File: src/rtl/ghist_speculative_manager.sv
// Speculative global-history register with an in-order checkpoint FIFO for misprediction recovery.
// Optional sticky protocol-error output is enabled by defining GHIST_PROTOCOL_ERR_EN.
module ghist_speculative_manager #(
  parameter int GlobLen = 131,
  parameter int DEPTH   = 8,
  parameter int PTR_W   = 3
) (
  input  logic               CLK,
  input  logic               reset,
  input  logic               pred_valid,
  input  logic               pred_taken,
  output logic               pred_ready,
  input  logic               resolve_valid,
  input  logic               resolve_mispredict,
  input  logic               resolve_taken,
  output logic [GlobLen-1:0] ghist,
  output logic               index_tag_enable,
  output logic [PTR_W:0]     inflight_count,
  output logic               full,
`ifdef GHIST_PROTOCOL_ERR_EN
  output logic               empty,
  output logic               proto_err
`else
  output logic               empty
`endif
);

  localparam logic [PTR_W:0]   LP_DEPTH   = (PTR_W+1)'(DEPTH);
  localparam logic [PTR_W:0]   LP_CNT_ONE = (PTR_W+1)'(1);
  localparam logic [PTR_W-1:0] LP_PTR_ONE = (PTR_W)'(1);

  logic [GlobLen-1:0] r_ckpt [DEPTH];
  logic [PTR_W-1:0]   r_head;
  logic [PTR_W-1:0]   r_tail;
  logic [PTR_W:0]     r_count;
  logic [GlobLen-1:0] r_ghist;
  logic               r_itena;

  logic               w_full;
  logic               w_empty;
  logic               w_flush;
  logic               w_pop;
  logic               w_accept;
  logic [GlobLen-1:0] w_head_ckpt;
  logic [PTR_W:0]     w_count_next;
  logic [GlobLen-1:0] w_ghist_next;

  assign w_full      = (r_count == LP_DEPTH);
  assign w_empty     = (r_count == '0);
  assign w_flush     = resolve_valid & resolve_mispredict & ~w_empty;
  assign w_pop       = resolve_valid & ~resolve_mispredict & ~w_empty;
  // Full comes from the registered count, so a same-cycle pop never frees a slot for a push.
  assign w_accept    = pred_valid & ~w_full & ~w_flush;
  assign w_head_ckpt = r_ckpt[r_head];

  // NOTE: every variable assigned in always_comb gets a default first, so no latch is inferred.
  always_comb begin
    w_count_next = r_count;
    w_ghist_next = r_ghist;
    if (w_flush) begin
      w_count_next = '0;
      w_ghist_next = {w_head_ckpt[GlobLen-2:0], resolve_taken};
    end else begin
      if (w_accept && !w_pop) w_count_next = r_count + LP_CNT_ONE;
      if (!w_accept && w_pop) w_count_next = r_count - LP_CNT_ONE;
      if (w_accept)           w_ghist_next = {r_ghist[GlobLen-2:0], pred_taken};
    end
  end

  // NOTE: sequential state uses non-blocking assignments so every register samples pre-edge values.
  always_ff @(posedge CLK or negedge reset) begin
    if (!reset) begin
      r_head  <= '0;
      r_tail  <= '0;
      r_count <= '0;
      r_ghist <= '0;
      r_itena <= 1'b0;
    end else begin
      r_count <= w_count_next;
      r_ghist <= w_ghist_next;
      r_itena <= w_accept | w_flush;
      if (w_flush) begin
        r_head <= r_head + LP_PTR_ONE;
        r_tail <= r_head + LP_PTR_ONE;
      end else begin
        if (w_pop)    r_head <= r_head + LP_PTR_ONE;
        if (w_accept) r_tail <= r_tail + LP_PTR_ONE;
      end
    end
  end

  // NOTE: checkpoint storage has no reset; entries are only read after being written, so it can map to LUT RAM.
  always_ff @(posedge CLK) begin
    if (w_accept) r_ckpt[r_tail] <= r_ghist;
  end

`ifdef GHIST_PROTOCOL_ERR_EN
  logic r_proto_err;
  logic w_proto_evt;

  assign w_proto_evt = (resolve_valid & w_empty) | (pred_valid & w_full & ~w_flush);

  always_ff @(posedge CLK or negedge reset) begin
    if (!reset)           r_proto_err <= 1'b0;
    else if (w_proto_evt) r_proto_err <= 1'b1;
  end

  assign proto_err = r_proto_err;
`endif

  assign pred_ready       = ~w_full & ~w_flush;
  assign ghist            = r_ghist;
  assign index_tag_enable = r_itena;
  assign inflight_count   = r_count;
  assign full             = w_full;
  assign empty            = w_empty;

endmodule

File: config.mk
export PLATFORM = sky130hd
export DESIGN_NAME = ghist_speculative_manager
export DESIGN_NICKNAME = d
export VERILOG_FILES = /design/src/rtl/ghist_speculative_manager.sv
export SDC_FILE = /design/constraint.sdc
export NUM_CORES = 1
export LEC_CHECK = 0
export ABC_CLOCK_PERIOD_IN_PS = 16700
export CORE_UTILIZATION = 45
export CTS_BUF_LIST = sky130_fd_sc_hd__clkbuf_4 sky130_fd_sc_hd__clkbuf_8
export DETAILED_ROUTE_END_ITERATION = 10
export HOLD_SLACK_MARGIN = 0.02
export SYNTH_ARGS = -nofsm -noshare
export SYNTH_HDL_FRONTEND = slang
export SYNTH_SLANG_ARGS = --single-unit
File: constraint.sdc
create_clock -name CLK -period 16.7 [get_ports CLK]
set_input_delay 2.505 -clock CLK [delete_from_list [all_inputs] [get_ports CLK]]
set_output_delay 2.505 -clock CLK [all_outputs]
set_load 0.01 [all_outputs]
==> results of run 1 <==
[layer usage]
layer / track usage (%) / vias up / routed length (um)
met5: 0 / - / 0
met4: 6.218 / 0 / 1930
met3: 4.141 / 143 / 4963
met2: 34.35 / 558 / 51520
met1: 25.04 / 12101 / 41040
li1: - / 9862 / -
[state kept, by name, summed over array words and instances (netlist names)]
| name | count |
|---|---|
| r_head | 3 |
| r_tail | 3 |
| index_tag_enable | 1 |
| inflight_count | 4 |
| r_ckpt | 1040 |
| ghist | 131 |
[cells in the mapped netlist (2+ instances only)]
library cell  count
a211oi_1        130
a21oi_1           2
a31oi_1         134
buf_1             2
buf_2            68
buf_4            12
buf_6             3
clkbuf_1         64
dfrtp_1         142
edfxtp_1       1040
ha_1              4
mux2i_1           4
mux4_2          260
nand2_1         274
nand2b_1          3
nand3_1           2
nor2_1           10
nor2b_1         130
nor3_1            7
nor4_1            2
o21ai_0           3
xnor2_1           4
xor2_1            3
[cells by family (layout without fill, tap and decap cells)]
| family | Yosys count | in the layout | share of synthesized area [%] |
|---|---|---|---|
| AOI/OAI and AO/OA | 278 | 278 | 4.249 |
| xor gates and xnor gates | 7 | 7 | 0.1349 |
| adders and majority gates | 4 | 4 | 0.1102 |
| buffers and inverters | 151 | 536 | 1.583 |
| DFF | 1182 | 1182 | 76.56 |
| muxes | 264 | 264 | 12.98 |
| other | 0 | 1 | 0 |
| and+or+nand+nor | 432 | 432 | 4.387 |
[per-stage QoR]
step                      total power, mW  instance area [um^2]  util (%)  setup slack [ns]  hold WS (ns)
final                               9.895                 52160     52.15             9.939        0.6272
after global routing                10.41                 52160     52.15             9.860        0.6484
after CTS                           10.05                 52150     52.15             9.956        0.6373
after detailed placement            7.512                 48230     48.23             9.534        0.6278
after global placement              7.414                 48230     48.23             9.525        0.6218
after floorplan                     6.447                 45430         -            0.1954        0.5664
[where the power goes]
group | switching, mW | internal (mW) | total (mW)
combinational | 1.33 | 1.22 | 2.56
clock | 1.11 | 1.40 | 2.51
sequential | 0.648 | 4.18 | 4.82
total | 3.10 | 6.80 | 9.89
[final cells by class]
cell class | count | area, um^2
fill | 7857 | 47850
sequential | 1182 | 34790
multi-input combinational | 985 | 10010
clock buffer | 295 | 3553
timing repair buffer | 180 | 1793
tap | 1298 | 1624
clock inverter | 59 | 370.4
inverter | 2 | 7.507
antenna | 1 | 2.502
[path summary, 6_finish.rpt]
check                                              start                       to  slack [ns]  cells past startpoint
hold / removal                    ghist[130]$_DFFE_PN0P_   ghist[130]$_DFFE_PN0P_        0.63                      2
min in group asynchronous                          reset    ghist[98]$_DFFE_PN0P_        1.73                      1
setup reg to reg           inflight_count[1]$_DFFE_PN0P_  r_ckpt[7][66]$_DFFE_PP_       12.10                      7
max in group asynchronous                          reset   ghist[107]$_DFFE_PN0P_       13.60                      2
setup / recovery                           resolve_valid               pred_ready        9.94                      5
hold reg to reg                   ghist[130]$_DFFE_PN0P_   ghist[130]$_DFFE_PN0P_        0.63                      2
[worst max-delay path, cell delays in order]
cell and delay [ns]:
clkdlybuf4s50_1 0.54, o41a_1 0.45, and2_1 0.23, nor2_1 0.05
clkdlybuf4s50_1 0.47
==> flow_summary.ini, run 1 <==
[detailed_routing]
drtIter0Drc = 1722
routed_wl_um = 99450
route.detailed.drc = 0
routedWlPerCell_um = 24.85
vias = 22664
route.antenna.remaining_nets = 0
drt-pass1-iter-count = 5
vias_per_cell = 5.663

[synth]
syn_avg_cell_area_um2 = 19.60
synth.largest_area_cell = edfxtp_1
synthTopCellsByArea = edfxtp_1 (69%), mux4_2 (13%), dfrtp_1 (7.8%), nand2_1 (2.3%), a211oi_1 (2.1%)
syn-num-nets = 2329
top_cell_type_s_share_of_synthesized_area_pct = 68.74
synth-seq-area-share_pct = 76.56
synth_enable_flop_cells = 1040
number_of_warning_messages_in_the_yosys_log = 0
synth_ff_type = edfxtp_1
postSynth.asyncResetShare_pct = 12.01
synth.lib_cells_used.distinct = 38
netlist_instances = 2318
ys_seq_elements = 1182
syn-cell-area_um2 = 45430

[global_routing]
maximum_number_of_pins_on_one_net_before_global_route_repair = 165
grtUsageTotal_pct = 19.84
grt_pass1_wl_um = 152700
grt_antenna_before_repair = 1
first_global_vias = 24788
globalRoute.totalOverflow = 0

[setup_path]
criticalPathCategory = in2out
path_max_fanout = 8
required_ns = 14.20
worst_ep_arrival_time_ns = 4.26
setup.worst_path.end_class = primary output
worst_setup_path_start_kind = input pin

[layout]
drive_gt1_share_pct = 23.34
layoutNonFillerInstCount = 4002
final_common_cell = edfxtp_1
layout.cells.most_common_list = edfxtp_1 (1040), nand2_1 (274), mux4_2 (260)
area_growth_syn_to_layout_pct = 14.79
final_nets = 2551

[sta]
skew_ns = 0.03124
max-slew-margin-rel_pct = 26.46
final.min_clock_period_ns = 6.761
maxSlewViolCount = 0
fin_crit_sh_pct = 40.49
achievable-frequency_mhz = 147.9
hold_violations = 0
rsz_0062_raised_after_global_routing = no
accumulated_negative_setup_slack_ns = 0
tightest_slew_ns = 1.103
setup_viol = 0

[place]
io_buffers = 145
routabilityCongestion = 0.7188
placed_cells_incl_taps = 3647
hpwl_um = 46720

[cts]
tritoncts_clock_tree = built
reg_clk_slew_reported_paths_ns = 0.05
root_buffer = clkbuf_8
cts_hold_repair.buffers = 0
post_cts.resized_instances = 0
cts_made_buffers = 189
cts_num_sinks = 1182
cts.htree.levels = 4
post-cts-setup-buffer-count = 0
clockBufferDepth = 3
insertion_delay_ns = 0.84

[pwr]
leakage_nw = 16.99
power_per_cell_area_nw_per_um2 = 189.7
vdd_drop_max_mv = 0.1410

[die]
fp.dieH_um = 319.7
num_rows = 116
start_util_pct = 45.43
io-pin-count = 146
die_w_um = 319.7
core_region_area_um2 = 100000
die_area_um2 = 102200

[job]
drv.max_cap_violation_count = 0

[min_path]
hold_path_class = reg2reg

[status]
run_status = finished, final reports clean
Power figures use the tool's default switching activity.
==> inputs of run 2 (changes only) <==
ABC_CLOCK_PERIOD_IN_PS = 5950   (was 16700)
clock period = 5.95 ns   (was 16.7 ns; I/O delays follow)
==> run 2 against run 1 <==
Compared with the run above: the flow now finishes with violations (design-rule violations); die area unchanged; wire length decreased by 3.0%; register-to-register slack got worse by 9.8 ns; via count decreased by 0.14%; clock skew increased by 0.0099 ns; critical endpoint unchanged; sequential cell count unchanged; cell area about the same; setup slack got worse by 7.8 ns; critical path type is now reg2out; combinational power increased to 2.8 times the previous value; total power increased to 2.8 times the previous value; non-clock buffer count increased by 5; largest power group unchanged; core utilization about the same.
==> flow_summary.ini, run 2 (synthesis results as in run 1) <==
[status]
run_status = finished with violations
violations = design-rule violations

[layout]
finish.instance_area_um2 = 52160
final_nets = 2547
layout.cells.most_common_list = edfxtp_1 (1040), nand2_1 (273), mux4_2 (260)
layoutNonFillerInstCount = 3981
drive_gt1_share_pct = 23.19
area_growth_syn_to_layout_pct = 14.80
final_common_cell = edfxtp_1
largest_reg_flops = 1040
layout.core_utilization_pct = 52.16
largest_register = r_ckpt

[pwr]
power.clock.fraction_pct = 24.2
vdd_drop_max_mv = 0.3987
power_switching_mw = 8.621
int_power_mw = 18.80
power_per_cell_area_nw_per_um2 = 525.8
power_frac_comb_pct = 26.2
switching_share_pct = 31.44
leakage_nw = 16.96
power_frac_seq_pct = 49.6

[sta]
rsz_0062_raised_after_global_routing = no
skew_ns = 0.04110
final.min_clock_period_ns = 3.777
fin_ws_ns = 2.173
achievable-frequency_mhz = 264.8
tightest_slew_ns = 1.177
maxSlewViolCount = 0
hold_violations = 0
fin_crit_sh_pct = 63.47
setup_viol = 0
max-slew-margin-rel_pct = 20.97

[setup_path]
criticalPathCategory = reg2out
critical-path-top-delay-family = compound AO/OA/AOI/OAI gates
r2r_setup_slack_ns = 2.27
worst_ep_arrival_time_ns = 2.88
worst_setup_path_start_kind = register
critical_path.max_stage_delay_ns = 0.61
required_ns = 5.06
crit_buf_inv = 1
path_max_fanout = 12
setup.worst_path.end_class = primary output
cpMaxStageDelayCell = o41a_1
cp_cell_sequence = o41a_1, and2_1, nor2_1, clkdlybuf4s50_1

[cts]
insertion_delay_ns = 0.85
tritoncts_clock_tree = built
root_buffer = clkbuf_8
cts_made_buffers = 180
post_cts.resized_instances = 0
post-cts-setup-buffer-count = 0
reg_clk_slew_reported_paths_ns = 0.06
cts_num_sinks = 1182
cts.htree.levels = 4
cts_hold_repair.buffers = 0
clockBufferDepth = 3

[die]
num_rows = 116
start_util_pct = 45.43
core_region_area_um2 = 100000
die_w_um = 319.7
fp.dieH_um = 319.7
io-pin-count = 146
die_area_um2 = 102200

[global_routing]
globalRoute.totalOverflow = 0
grtUsageTotal_pct = 19.33
first_global_vias = 24424
grt_pass1_wl_um = 149200
maximum_number_of_pins_on_one_net_before_global_route_repair = 149
grt_antenna_before_repair = 1

[place]
io_buffers = 145
post_dp_cell_area_um2 = 48550
place_worst_setup_slack_ns = 1.569
routabilityCongestion = 0.7462
placed_cells_incl_taps = 3652
hpwl_um = 46790

[detailed_routing]
routedWlPerCell_um = 24.23
drtIter0Drc = 1957
vias_per_cell = 5.685
route.antenna.remaining_nets = 0
drt-pass1-iter-count = 8
routed_wl_um = 96470
vias = 22632
route.detailed.drc = 1

[job]
drv.max_cap_violation_count = 0

[min_path]
hold_path_class = in2async
## run 2: changes by cell type in the layout (fill, tap and decap cells not counted), sizes merged
| cell | before | now |
|---|---|---|
| bufinv | 3 | 1 |
| clkinvlp | 5 | 3 |
| clkinv | 44 | 41 |
| clkbuf | 296 | 274 |
| inv | 9 | 12 |
| buf | 35 | 40 |
## run 2: worst paths after layout
check	start	endpoint	depth (start not counted)
worst max register to register	inflight_count[1]$_DFFE_PN0P_	ghist[59]$_DFFE_PN0P_	8
max in group asynchronous	reset	r_head[2]$_DFFE_PN0P_	2
worst min-delay path	reset	ghist[68]$_DFFE_PN0P_	1
worst max-delay path	inflight_count[1]$_DFFE_PN0P_	pred_ready	4
worst min register to register	ghist[130]$_DFFE_PN0P_	ghist[130]$_DFFE_PN0P_	2
min in group CLK	ghist[130]$_DFFE_PN0P_	ghist[130]$_DFFE_PN0P_	2
## run 2: cell type report
class	count	area [um^2]
Sequential cell	1182	34790
Fill cell	7796	47840
Tap cell	1298	1624
Inverter	2	7.507
Clock inverter	55	336.6
Timing Repair Buffer	185	2068
Antenna cell	1	2.502
Clock buffer	273	3276
Multi-Input combinational cell	985	10050
## run 2: routing by layer
| layer | track usage (%) | vias up | wire (um) |
|---|---|---|---|
| met5 | 0 | - | 0 |
| met4 | 5.662 | 0 | 1681 |
| met2 | 30.79 | 611 | 46980 |
| met3 | 4.192 | 148 | 5546 |
| li1 | - | 9855 | - |
| met1 | 26.92 | 12018 | 42260 |
## run 2: through the flow
stage	hold slack [ns]	power [mW]	setup TNS, ns
3_5_place_dp	0.6102	21.14	0
6_report	0.1174	27.42	0
3_3_place_gp	0.6017	20.92	0
4_1_cts	0.05657	27.83	0
5_1_grt	0.1141	28.88	0
2_1_floorplan	0.5664	18.00	-1194.42
## run 2: power groups by stage
stage | clock [mW] | sequential (mW) | combinational, mW
finish | 6.63 | 13.6 | 7.19
global route | 7.16 | 13.9 | 7.81
CTS | 6.82 | 13.7 | 7.35
detailed placement | 0 | 13.8 | 7.32
global placement | 0 | 13.6 | 7.29
floorplan | 0 | 13.3 | 4.75
==> inputs of run 3 (changes only) <==
ABC_CLOCK_PERIOD_IN_PS = 3730   (was 5950)
clock period = 3.73 ns   (was 5.95 ns; I/O delays follow)
==> run 3 against run 2 <==
Compared with the run above: the flow now finishes without violations; count of clock-buffer cells in the layout up 9; wire length up 2.6%; critical path depth unchanged; combinational power up 64%; non-clock buffer count up 23; global-route usage up 0.51 points; die area unchanged; clock power up 66%; via count up 1.5%; sequential power up 60%; largest cell class unchanged.
==> flow_summary.ini, run 3 (synthesis results as in run 1) <==
[sta]
maxSlewViolCount = 0
final.min_clock_period_ns = 3.426
fin_crit_sh_pct = 91.84
achievable-frequency_mhz = 291.9
rsz_0062_raised_after_global_routing = no
skew_ns = 0.03569
max-slew-margin-rel_pct = 40.15
accumulated_negative_setup_slack_ns = 0
hold_violations = 0
fin_ws_ns = 0.3042
setup_viol = 0
tightest_slew_ns = 0.8978

[layout]
multi_input_comb_area_um2 = 10060
drive_gt1_share_pct = 24.11
area_growth_syn_to_layout_pct = 15.86
regArea_um2 = 34790
n_fill_cell = 7802
layout.core_utilization_pct = 52.64
layout.cells.most_common_list = edfxtp_1 (1040), nand2_1 (273), mux4_2 (260)
largest_register = r_ckpt
final_common_cell = edfxtp_1
final_nets = 2576
largest_reg_flops = 1040

[setup_path]
path_max_fanout = 9
r2r_start = inflight_count[0]$_DFFE_PN0P_
r2r_setup_slack_ns = 0.64
worst_ep_arrival_time_ns = 2.87
setup.worst_path.end_class = primary output
crit_start = inflight_count[0]$_DFFE_PN0P_
required_ns = 3.17
worst_setup_path_start_kind = register
criticalPathCategory = reg2out

[global_routing]
maximum_number_of_pins_on_one_net_before_global_route_repair = 136
grtUsageTotal_pct = 19.84
global_route.usage.met3_pct = 3.863
grt_most_used_layer = met2
globalRouteMet1Util_pct = 28.76
first_global_vias = 24634
grt_pass1_wl_um = 152800
met2_usage_pct = 30.86
grt_antenna_before_repair = 2
globalRoute.totalOverflow = 0

[detailed_routing]
route.antenna.remaining_nets = 0
drtIter0Drc = 1973
drt-pass1-iter-count = 5
routedWlPerCell_um = 24.59
vias = 22973
route.detailed.drc = 0
vias_per_cell = 5.708
routed_wl_um = 98980

[die]
fp.dieH_um = 319.7
start_util_pct = 45.43
io-pin-count = 146
die_w_um = 319.7
die_area_um2 = 102200
num_rows = 116
core_region_area_um2 = 100000

[place]
io_buffers = 145
routabilityCongestion = 0.7219
place_worst_setup_slack_ns = 0.3662
hpwl_um = 50220

[cts]
clockBufferDepth = 3
reg_clk_slew_reported_paths_ns = 0.06
post_cts.resized_instances = 0
cts_num_sinks = 1182
cts_made_buffers = 186
tritoncts_clock_tree = built
insertion_delay_ns = 0.83
root_buffer = clkbuf_8
cts.htree.levels = 4
post-cts-setup-buffer-count = 0

[pwr]
power_per_cell_area_nw_per_um2 = 844.9
vdd_drop_max_mv = 0.5528
fin_total_pwr_mw = 44.47
leakage_nw = 17.21

[job]
drv.max_cap_violation_count = 0

[min_path]
hold_start = pred_taken
hold_path_class = in2reg

[status]
run_status = finished, final reports clean
-- run 3: changes by cell type in the layout (fill, tap and decap cells not counted), sizes merged --
cell	before	now
dlygate4sd3	0	1
clkinv	41	56
diode	1	2
bufinv	1	3
buf	40	62
clkbuf	274	283
inv	12	6
-- run 3: what timing repair did --
action	CTS	global route
hold endpoints to repair	65	0
hold buffers	1	0
setup endpoints to repair	0	0
-- run 3: per-stage QoR --
stage          hold WS [ns]  cell area, um^2  cells
2_1_floorplan        0.2639            45530   2318
4_1_cts              0.2289            52640   4023
6_report             0.3236            52640   4025
5_1_grt              0.3007            52640   4025
3_3_place_gp         0.5366            48810   3674
3_5_place_dp         0.5562            48810   3674
-- run 3: final timing paths --
check                                               end  cells past startpoint
worst max register to register  r_ckpt[1][91]$_DFFE_PP_                      5
worst max-delay path                         pred_ready                      4
min in group asynchronous         ghist[22]$_DFFE_PN0P_                      2
worst min register to register   ghist[130]$_DFFE_PN0P_                      2
max in group asynchronous        ghist[109]$_DFFE_PN0P_                      3
worst min-delay path               ghist[0]$_DFFE_PN0P_                      3
-- run 3: routing by layer --
layer / part of all wire [%] / vias up
li1: - / 9914
met1: 45 / 12259
met2: 48 / 653
met3: 5.3 / 147
met4: 1.8 / 0
met5: 0 / -
-- run 3: cell type report --
type | instances | share of cell area, %
flip-flops and latches | 1182 | 66.10
inverters | 2 | 0.01426
diodes | 2 | 0.009508
repair buffers | 208 | 4.428
clock inverters | 66 | 0.8081
well taps | 1298 | 3.085
multi-input cells | 985 | 19.11
clock buffers | 282 | 6.446
-- run 3: critical path, cell delays in order (launching register included) --
cell and delay [ns]:
dfrtp_1 0.50, o41a_1 0.60, and2_1 0.28, nor2_1 0.11, clkdlybuf4s50_1 0.54
-- run 3: power by group --
group / internal, mW / leakage, nW / total, mW / switching [mW]
combinational: 5.75 / 4.05 / 11.8 / 6.03
sequential: 18.7 / 11.1 / 21.7 / 3.01
clock: 6.04 / 2.04 / 11.0 / 4.98
total: 30.5 / 17.2 / 44.5 / 14.0
